[config.mk]
export PLATFORM = sky130hd
export DESIGN_NAME = hazard_forward_unit
export DESIGN_NICKNAME = d
export VERILOG_FILES = /design/src/rtl/hazard_pkg.sv /design/src/rtl/hazard_forward_unit_fwd_src_select.sv /design/src/rtl/hazard_forward_unit.sv
export SDC_FILE = /design/constraint.sdc
export NUM_CORES = 1
export LEC_CHECK = 0
export ABC_AREA = 1
export CORE_UTILIZATION = 55
export DETAILED_ROUTE_END_ITERATION = 10
export DONT_BUFFER_PORTS = 1
export PLACE_DENSITY_LB_ADDON = 0.25
export SLEW_MARGIN = 20
export SYNTH_ARGS = -nofsm -noshare
export SYNTH_HDL_FRONTEND = slang
export SYNTH_SLANG_ARGS = --single-unit
[constraint.sdc]
create_clock -name clk -period 1.5 [get_ports clk]
set_input_delay 0.3 -clock clk [delete_from_list [all_inputs] [get_ports clk]]
set_output_delay 0.3 -clock clk [all_outputs]
set_load 0.1 [all_outputs]
[src/rtl/hazard_pkg.sv]
// rtl/hazard_pkg.sv - shared types and encodings for the hazard/forwarding unit
// Contents:
//   FWD_* : 2-bit EX operand mux select encodings
//   fsm_state_t : load-use stall FSM states
//   stage_t : shadow of one in-flight pipeline stage {valid, rd, we, ld}
package hazard_pkg;

  // Shadow rd is stored at a fixed width; narrower register addresses are
  // zero-extended into it so every configuration shares one struct.
  localparam int RD_MAX = 8;

  localparam logic [1:0] FWD_RF    = 2'd0;
  localparam logic [1:0] FWD_MEMWB = 2'd1;
  localparam logic [1:0] FWD_EXMEM = 2'd2;
  localparam logic [1:0] FWD_WB    = 2'd3;

  typedef enum logic {
    ST_IDLE = 1'b0,
    ST_WAIT = 1'b1
  } fsm_state_t;

  typedef struct packed {
    logic              valid;
    logic [RD_MAX-1:0] rd;
    logic              we;
    logic              ld;
  } stage_t;

endpackage

[src/rtl/hazard_forward_unit_fwd_src_select.sv]
// rtl/hazard_forward_unit_fwd_src_select.sv - per-source forwarding priority compare
// Ports:
//   used      in  source is actually read
//   src       in  source register address
//   ex_stage  in  EX shadow;  mem_stage in MEM shadow;  wb_stage in WB shadow
//   sel       out forwarding select (youngest producer wins)
//   load_use  out source depends on a load still in EX
module fwd_src_select
  import hazard_pkg::*;
#(
  parameter int REG_AW   = 3,
  parameter int ZERO_REG = 0
) (
  input  logic              used,
  input  logic [REG_AW-1:0] src,
  input  stage_t            ex_stage,
  input  stage_t            mem_stage,
  input  stage_t            wb_stage,
  output logic [1:0]        sel,
  output logic              load_use
);

  function automatic logic writes(input stage_t s, input logic [REG_AW-1:0] r);
    return s.valid && s.we && (s.rd == RD_MAX'(r)) && !((ZERO_REG != 0) && (r == '0));
  endfunction

  always_comb begin
    sel      = FWD_RF;
    load_use = 1'b0;
    if (used) begin
      // A load in EX has no data yet: it raises load-use and is skipped for
      // forwarding, so the stall machinery supplies the bubble(s).
      if (writes(ex_stage, src) && ex_stage.ld) load_use = 1'b1;
      if (writes(ex_stage, src) && !ex_stage.ld) sel = FWD_EXMEM;
      else if (writes(mem_stage, src))           sel = FWD_MEMWB;
      else if (writes(wb_stage, src))            sel = FWD_WB;
    end
  end

endmodule

[src/rtl/hazard_forward_unit.sv]
// rtl/hazard_forward_unit.sv - data-hazard controller: forwarding selects and load-use stall
// Ports:
//   clk, rst        clock, synchronous active-high reset
//   hold            global freeze; flush kills the ID instruction
//   id_valid/rd/we/ld, id_src, id_src_used   ID-stage instruction fields
//   stall           combinational front-end stall
//   ex_fwd_sel      registered 2-bit select per source (source k at [2k+1:2k])
//   ex_valid        registered; EX holds a real instruction
module hazard_forward_unit
  import hazard_pkg::*;
#(
  parameter int REG_AW   = 3,
  parameter int NSRC     = 2,
  parameter int LD_STALL = 1,
  parameter int ZERO_REG = 0
) (
  input  logic                   clk,
  input  logic                   rst,
  input  logic                   hold,
  input  logic                   flush,
  input  logic                   id_valid,
  input  logic [REG_AW-1:0]      id_rd,
  input  logic                   id_we,
  input  logic                   id_ld,
  input  logic [NSRC*REG_AW-1:0] id_src,
  input  logic [NSRC-1:0]        id_src_used,
  output logic                   stall,
  output logic [2*NSRC-1:0]      ex_fwd_sel,
  output logic                   ex_valid
);

  stage_t ex_q, mem_q, wb_q, id_stage;
  fsm_state_t state, state_next;
  logic cnt, cnt_next;
  logic [2*NSRC-1:0] sel_comb;
  logic [NSRC-1:0] lu_vec;
  logic load_use;

  for (genvar k = 0; k < NSRC; k++) begin : g_src
    fwd_src_select #(.REG_AW(REG_AW), .ZERO_REG(ZERO_REG)) u_sel (
      .used      (id_src_used[k]),
      .src       (id_src[k*REG_AW +: REG_AW]),
      .ex_stage  (ex_q),
      .mem_stage (mem_q),
      .wb_stage  (wb_q),
      .sel       (sel_comb[2*k +: 2]),
      .load_use  (lu_vec[k])
    );
  end

  assign load_use = |lu_vec;
  assign ex_valid = ex_q.valid;

  always_comb begin
    id_stage.valid = id_valid;
    id_stage.rd    = RD_MAX'(id_rd);
    id_stage.we    = id_we;
    id_stage.ld    = id_ld;
  end

  always_comb begin
    state_next = state;
    cnt_next   = cnt;
    stall      = 1'b0;
    case (state)
      ST_IDLE: begin
        stall = id_valid & load_use;
        // The detect cycle is the first bubble; a two-cycle memory needs one more.
        if (stall && !hold && !flush && (LD_STALL == 2)) begin
          state_next = ST_WAIT;
          cnt_next   = 1'b1;
        end
      end
      ST_WAIT: begin
        stall = 1'b1;
        if (!hold) begin
          cnt_next = cnt - 1'b1;
          if (cnt_next == 1'b0) state_next = ST_IDLE;
        end
      end
      default: state_next = ST_IDLE;
    endcase
    if (flush) begin
      state_next = ST_IDLE;
      cnt_next   = 1'b0;
    end
  end

  always_ff @(posedge clk) begin
    if (rst) begin
      state <= ST_IDLE;
      cnt   <= 1'b0;
    end else begin
      state <= state_next;
      cnt   <= cnt_next;
    end
  end

  // Update precedence: flush > hold > stall > normal advance.
  always_ff @(posedge clk) begin
    if (rst) begin
      ex_q       <= '0;
      mem_q      <= '0;
      wb_q       <= '0;
      ex_fwd_sel <= '0;
    end else if (flush) begin
      ex_q       <= '0;
      ex_fwd_sel <= '0;
      if (!hold) begin
        mem_q <= ex_q;
        wb_q  <= mem_q;
      end
    end else if (!hold) begin
      mem_q <= ex_q;
      wb_q  <= mem_q;
      if (stall) begin
        ex_q       <= '0;
        ex_fwd_sel <= '0;
      end else begin
        ex_q       <= id_stage;
        ex_fwd_sel <= sel_comb;
      end
    end
  end

endmodule
* Yosys cells after proc, flatten, opt, wreduce, memory -nomap -nowiden
Index checks and enable logic that the tools add are counted.
** Word-level totals
- Output and inout bits :: 6
- Bits in registers :: 37
** Cells by class
- Muxes and demuxes :: 17
- Add/subtract/negate cells :: 1
- Equality and inequality tests :: 6
- Reduce and logical (&&, ||, !) cells :: 18
- Bitwise gates (word level) :: 3
** Operator list (count)
- 8-bit by 3-bit equality test with 1-bit output :: 6
- 2-bit two-way mux :: 8
- 1-bit logical AND :: 13
- 11-bit two-way mux :: 1
- 1-bit two-way mux :: 6
- 4-bit two-way mux :: 1
- 2-bit OR reduction :: 2
- 3-bit OR reduction :: 1
- 1-bit inverter :: 2
- 1-bit case mux with 2 select lines :: 1
- 2-bit AND reduction :: 1
- 1-bit AND :: 1
- 1-bit zero test :: 1
- 1-bit subtractor, second input constant :: 1

* Logic depth before layout (Yosys ltp)
- Word-level depth :: 9
- Depth in mapped cells :: 11
- Depth with buffers taken out :: 11

* Modules after synthesis
From an unflattened synthesis, not the netlist that was laid out.
** Second synthesis, totals
- Cell total of the unflattened synthesis :: 292
- Area, all modules :: 1656.6 sq um
** Modules (own cells, without submodules)
- hazard_forward_unit :: instances 1, seq. area each 480.5 sq um, area each 883.3 sq um, cells each 110
- fwd_src_select at g_src[0].u_sel :: instances 1, seq. area each 0.0 sq um, area each 407.9 sq um, cells each 97
- fwd_src_select at g_src[1].u_sel :: instances 1, seq. area each 0.0 sq um, area each 365.4 sq um, cells each 85

* Worst setup path after synthesis
OpenSTA, ideal clock, no wires.
- Kind :: register to register
- From :: register ex_q (netlist bit ex_valid)
- To :: register ex_fwd_sel[1]
- Period minus slack after synthesis :: 2113 ps
- Buffers on the path :: 0
- Cell stages (with the launch flop) :: 12
- Setup slack :: -613 ps
- Library setup time :: 128 ps
- Data arrival time :: 1985 ps
- Cells stage by stage :: dfxtp_1 > nand2_1 > inv_1 > nand2_1 > nor2_1 > nand3_1 > nand2_2 > nand2_4 > nand2_4 > nor2_1 > nor2_1 > nor2_1
** Between the ends
- Cells in the longest elaborated chain, start to end :: 9
** Ends and longest elaborated chain
- from (decl) :: line hazard_forward_unit.sv:32 : stage_t ex_q, mem_q, wb_q, id_stage;
- from (signal assigned) :: line hazard_forward_unit.sv:120 : ex_q <= id_stage;
- 1-bit logical AND * :: line hazard_forward_unit_fwd_src_select.sv:24 : return s.valid && s.we && (s.rd == RD_MAX'(r)) && !((ZERO_REG != 0) && (r == '0));
- 1-bit logical AND :: line hazard_forward_unit_fwd_src_select.sv:24
- 1-bit logical AND :: line hazard_forward_unit_fwd_src_select.sv:33 : if (writes(ex_stage, src) && ex_stage.ld) load_use = 1'b1;
- 1-bit two-way mux :: line hazard_forward_unit_fwd_src_select.sv:33
- 1-bit two-way mux :: line hazard_forward_unit_fwd_src_select.sv:30 : if (used) begin
- 2-bit OR reduction * :: line hazard_forward_unit.sv:51 : assign load_use = |lu_vec;
- 1-bit AND * :: line hazard_forward_unit.sv:67 : stall = id_valid & load_use;
- 1-bit case mux with 2 select lines * :: line hazard_forward_unit.sv:65 : case (state)
- via stall :: line hazard_forward_unit.sv:27 : output logic stall,
- 4-bit two-way mux * :: line hazard_forward_unit.sv:116 : if (stall) begin
- to (signal assigned) :: line hazard_forward_unit.sv:121 : ex_fwd_sel <= sel_comb;
- to (decl) :: line hazard_forward_unit.sv:28 : output logic [2*NSRC-1:0] ex_fwd_sel,
Mark *: on every way through the listed nets, which the timed path passes. The rest lies on a longest branch.
A chain may end at the register's enable or synchronous reset.

* Worst setup path after layout
- From :: register ex_q (netlist bit ex_valid)
- To :: output port stall
** Between the ends
- Cells in the longest elaborated chain, start to end :: 8
** Ends and longest elaborated chain (line)
- 1-bit logical AND * :: hazard_forward_unit_fwd_src_select.sv:24
- 1-bit logical AND :: hazard_forward_unit_fwd_src_select.sv:24
- 1-bit logical AND :: hazard_forward_unit_fwd_src_select.sv:33
- 1-bit two-way mux :: hazard_forward_unit_fwd_src_select.sv:33
- 1-bit two-way mux :: hazard_forward_unit_fwd_src_select.sv:30
- 2-bit OR reduction * :: hazard_forward_unit.sv:51
- 1-bit AND * :: hazard_forward_unit.sv:67
- 1-bit case mux with 2 select lines * :: hazard_forward_unit.sv:65
- to (decl) :: hazard_forward_unit.sv:27
Mark *: on every way between the ends. The rest lies on a longest branch, timed or not.

==> impl_metrics.env <==
export IMPL_status="finished with violations"
export IMPL_failed_checks="negative setup slack"
export IMPL_grt_first_pass_wirelength_mm=4.87
export IMPL_netlist_instances=205
export IMPL_max_clock_path_buffers=2
export IMPL_synth_seq_area_share=0.349
export IMPL_cp_slowest_stage_delay_ns=0.36
export IMPL_ys_ff_latch=22
export IMPL_die_x_um=49.9
export IMPL_antennaDiodeCount=0
export IMPL_cts_max_level=1
export IMPL_final_cell_mix="63 x nand2_1, 30 x nor2_1, 19 x inv_1"
export IMPL_dieArea_um2=2490
export IMPL_nFillCells=180
export IMPL_core_area_um2=2060
export IMPL_synth_compound_area_share=0.129
export IMPL_drc=0
export IMPL_worst_slew_pin_transition_ns=0.439
export IMPL_yosysUniqueCellTypes=20
export IMPL_crit_cells=8
export IMPL_yosysWarnings=0
export IMPL_maxCapViolCount=0
export IMPL_placed_cell_area_um2=1330
export IMPL_final_max_slew_viol_count=0
export IMPL_drive_above_1_share=0.138
export IMPL_synth_fa_ha_area_frac=0
export IMPL_syn_area_um2=1260
export IMPL_root_buffer="clkbuf_4"
export IMPL_antenna_found_initial=0
export IMPL_syn_area_per_cell_um2=6.15
export IMPL_cts_sinks=22
export IMPL_grt_usage=0.256
export IMPL_crit_buf_inv=1
export IMPL_ant_nets=0
export IMPL_crit_fanout=3
export IMPL_numCtsBuffers=3
export IMPL_final_common_cell="nand2_1"
export IMPL_fin_cells=237
export IMPL_post_route_period_util=1.14
export IMPL_slowest_stage="dfxtp_4"
export IMPL_fmax_mhz=585
export IMPL_synth_area_leaders="dfxtp_1 35%, nand2_1 19%, nor2_1 9.5%, a21oi_1 7.1%, inv_1 6.0%"
export IMPL_power_w=0.00122
export IMPL_power_density_nw_per_um2=870
export IMPL_hold_buffers=0
export IMPL_synth_xor_xnor_area_share=0.0347
export IMPL_end_kind="output port"
export IMPL_fin_skew_ns=0.00654
export IMPL_vias_per_cell=5.43
export IMPL_grt_pass1_vias=1176
export IMPL_grt_ovfl_total=0
export IMPL_maxSlewHeadroom=0.707
export IMPL_synth_simple_area_share=0.396
export IMPL_firstDrtPassIters=4
export IMPL_cp_required_ns=1.20
export IMPL_crit_family="simple AND/OR/NAND/NOR gates"
export IMPL_arrival_ns=1.41
export IMPL_syn_nets=223
export IMPL_p_leak_nw=0.657
export IMPL_setup_viol=1
export IMPL_finalHoldViolCount=0
export IMPL_r2r_slack_ns=0.12
export IMPL_avgRoutedWirePerCell_um=12.5
export IMPL_ff2ff_path_depth=11
export IMPL_fin_ws_ns=-0.210
export IMPL_drtIter0Drc=46
export IMPL_crit_type="flop to output port"
export IMPL_yosysTopAreaCell="dfxtp_1"
export IMPL_place_congestion=0.894
export IMPL_hpwl_mm=2.14
export IMPL_synth_top_cell_area_share=0.349
export IMPL_rsz0062_at_grt="true"
export IMPL_min_path_type="input pin to flop"
export IMPL_dp_cells=232
export IMPL_cp_start_kind="flop"
export IMPL_crit_top_cell="nand2_1"
export IMPL_die_h_um=49.9
export IMPL_synth_top_family_by_area="simple AND/OR/NAND/NOR gates"
export IMPL_rows=16
export IMPL_rr_endpoint="ex_fwd_sel[3]$_SDFFE_PP0N_"
export IMPL_hold_depth=1
export IMPL_crit_chain="nand2_1 -> inv_1 -> nand2_1 -> nor2_2 -> nand3_1 -> nand2_2 -> nand2_4 -> nand2_8"
export IMPL_cts_tree="done"
export IMPL_stdcell_area_um2=1400
export IMPL_final_nets=229
export IMPL_syn_to_final_growth_pct=11.0
export IMPL_io_buffers=0
export IMPL_floorplan_initialDensity=0.612
export IMPL_min_from="hold"
export IMPL_dr_total_vias=1287
export IMPL_clk_pin_slew_worst_paths_ns=0.13
export IMPL_io_pin_count=24
export IMPL_period_minus_slack_ns=1.71
export IMPL_r2r_start="ex_valid$_SDFFE_PP0N_"
export IMPL_dp_slack_ns=0.0406
export IMPL_clock_latency_ns=0.32
export IMPL_fin_util=0.679
export IMPL_grt_max_degree=27
export IMPL_worstHoldEndpoint="wb_q[2]$_SDFFE_PP0N_"
export IMPL_synthMuxAreaShare=0
export IMPL_wl_mm=2.96
export IMPL_ir_worst_vdd_mv=0.770
power breakdown:
part           leakage [nW]  switching (W)  internal [W]
clock network        0.0279       0.000195      0.000270
logic                 0.447      0.0000809     0.0000498
registers             0.183      0.0000188      0.000603
total                 0.657       0.000295      0.000923
logic make-up (layout without fill, tap and decap cells):
kind of cell    after synthesis  in the layout
compound gates               31             31
xor+xnor                      5              5
buf+inv                      30             35
flops                        22             22
simple gates                117            117
metal layers:
layer | wire, um | vias to the layer above | share of wire | track usage
met3 | 215 | 4 | 0.073 | 0.0741
met1 | 1260 | 593 | 0.42 | 0.301
met5 | 0 | - | 0 | 0
li1 | - | 647 | - | -
met4 | 41 | 0 | 0.014 | 0.0762
met2 | 1440 | 43 | 0.49 | 0.444
layout make-up:
class | instances | area (um^2) | area share
Tap cell | 27 | 33.8 | 0.0241
Clock buffer | 3 | 22.5 | 0.0161
Timing Repair Buffer | 7 | 52.6 | 0.0375
Clock inverter | 1 | 30.0 | 0.0214
Inverter | 24 | 90.1 | 0.0643
Sequential cell | 22 | 452 | 0.323
Multi-Input combinational cell | 153 | 719 | 0.514
state kept, by name (all words and copies together), names as in the netlist:
signal,cells
ex_q,5
mem_q,5
wb_q,5
ex_fwd_sel,4
cnt,1
ex_valid,1
state,1
worst max path at each step:
stage | startpoint | to | slack [ns]
6_report | ex_valid$_SDFFE_PP0N_ | stall | -0.21
5_1_grt | ex_valid$_SDFFE_PP0N_ | stall | -0.31
4_1_cts | ex_q[4]$_SDFFE_PP0N_ | stall | -0.20
3_5_place_dp | ex_q[3]$_SDFFE_PP0N_ | ex_fwd_sel[3]$_SDFFE_PP0N_ | 0.04
3_3_place_gp | ex_q[3]$_SDFFE_PP0N_ | stall | 0.10
2_1_floorplan | ex_valid$_SDFFE_PP0N_ | stall | -0.05
through the flow:
stage               TNS [ns]  hold WS, ns
global placement           0        0.394
CTS                   -0.201       0.0441
detailed placement         0        0.398
floorplan             -0.138        0.428
finish                -0.210       0.0509
global route          -0.366       0.0377
cell usage after synthesis, drive strengths merged:
library cell  count
clkbuf            4
a211oi            1
nand3b            6
buf               2
o211ai            1
o21ai            10
xor2              1
xnor2             4
o21bai            1
nand3            10
nand2            66
dfxtp            22
a21oi            18
nor2             34
inv              24
or2               1
timing repair:
item	CTS	global route
pin swaps	0	1
gates cloned	0	0
setup endpoints to repair	1	2
gates resized for setup	8	0
buffers inserted	0	1
No activity file was read; power rests on OpenSTA's default activity.
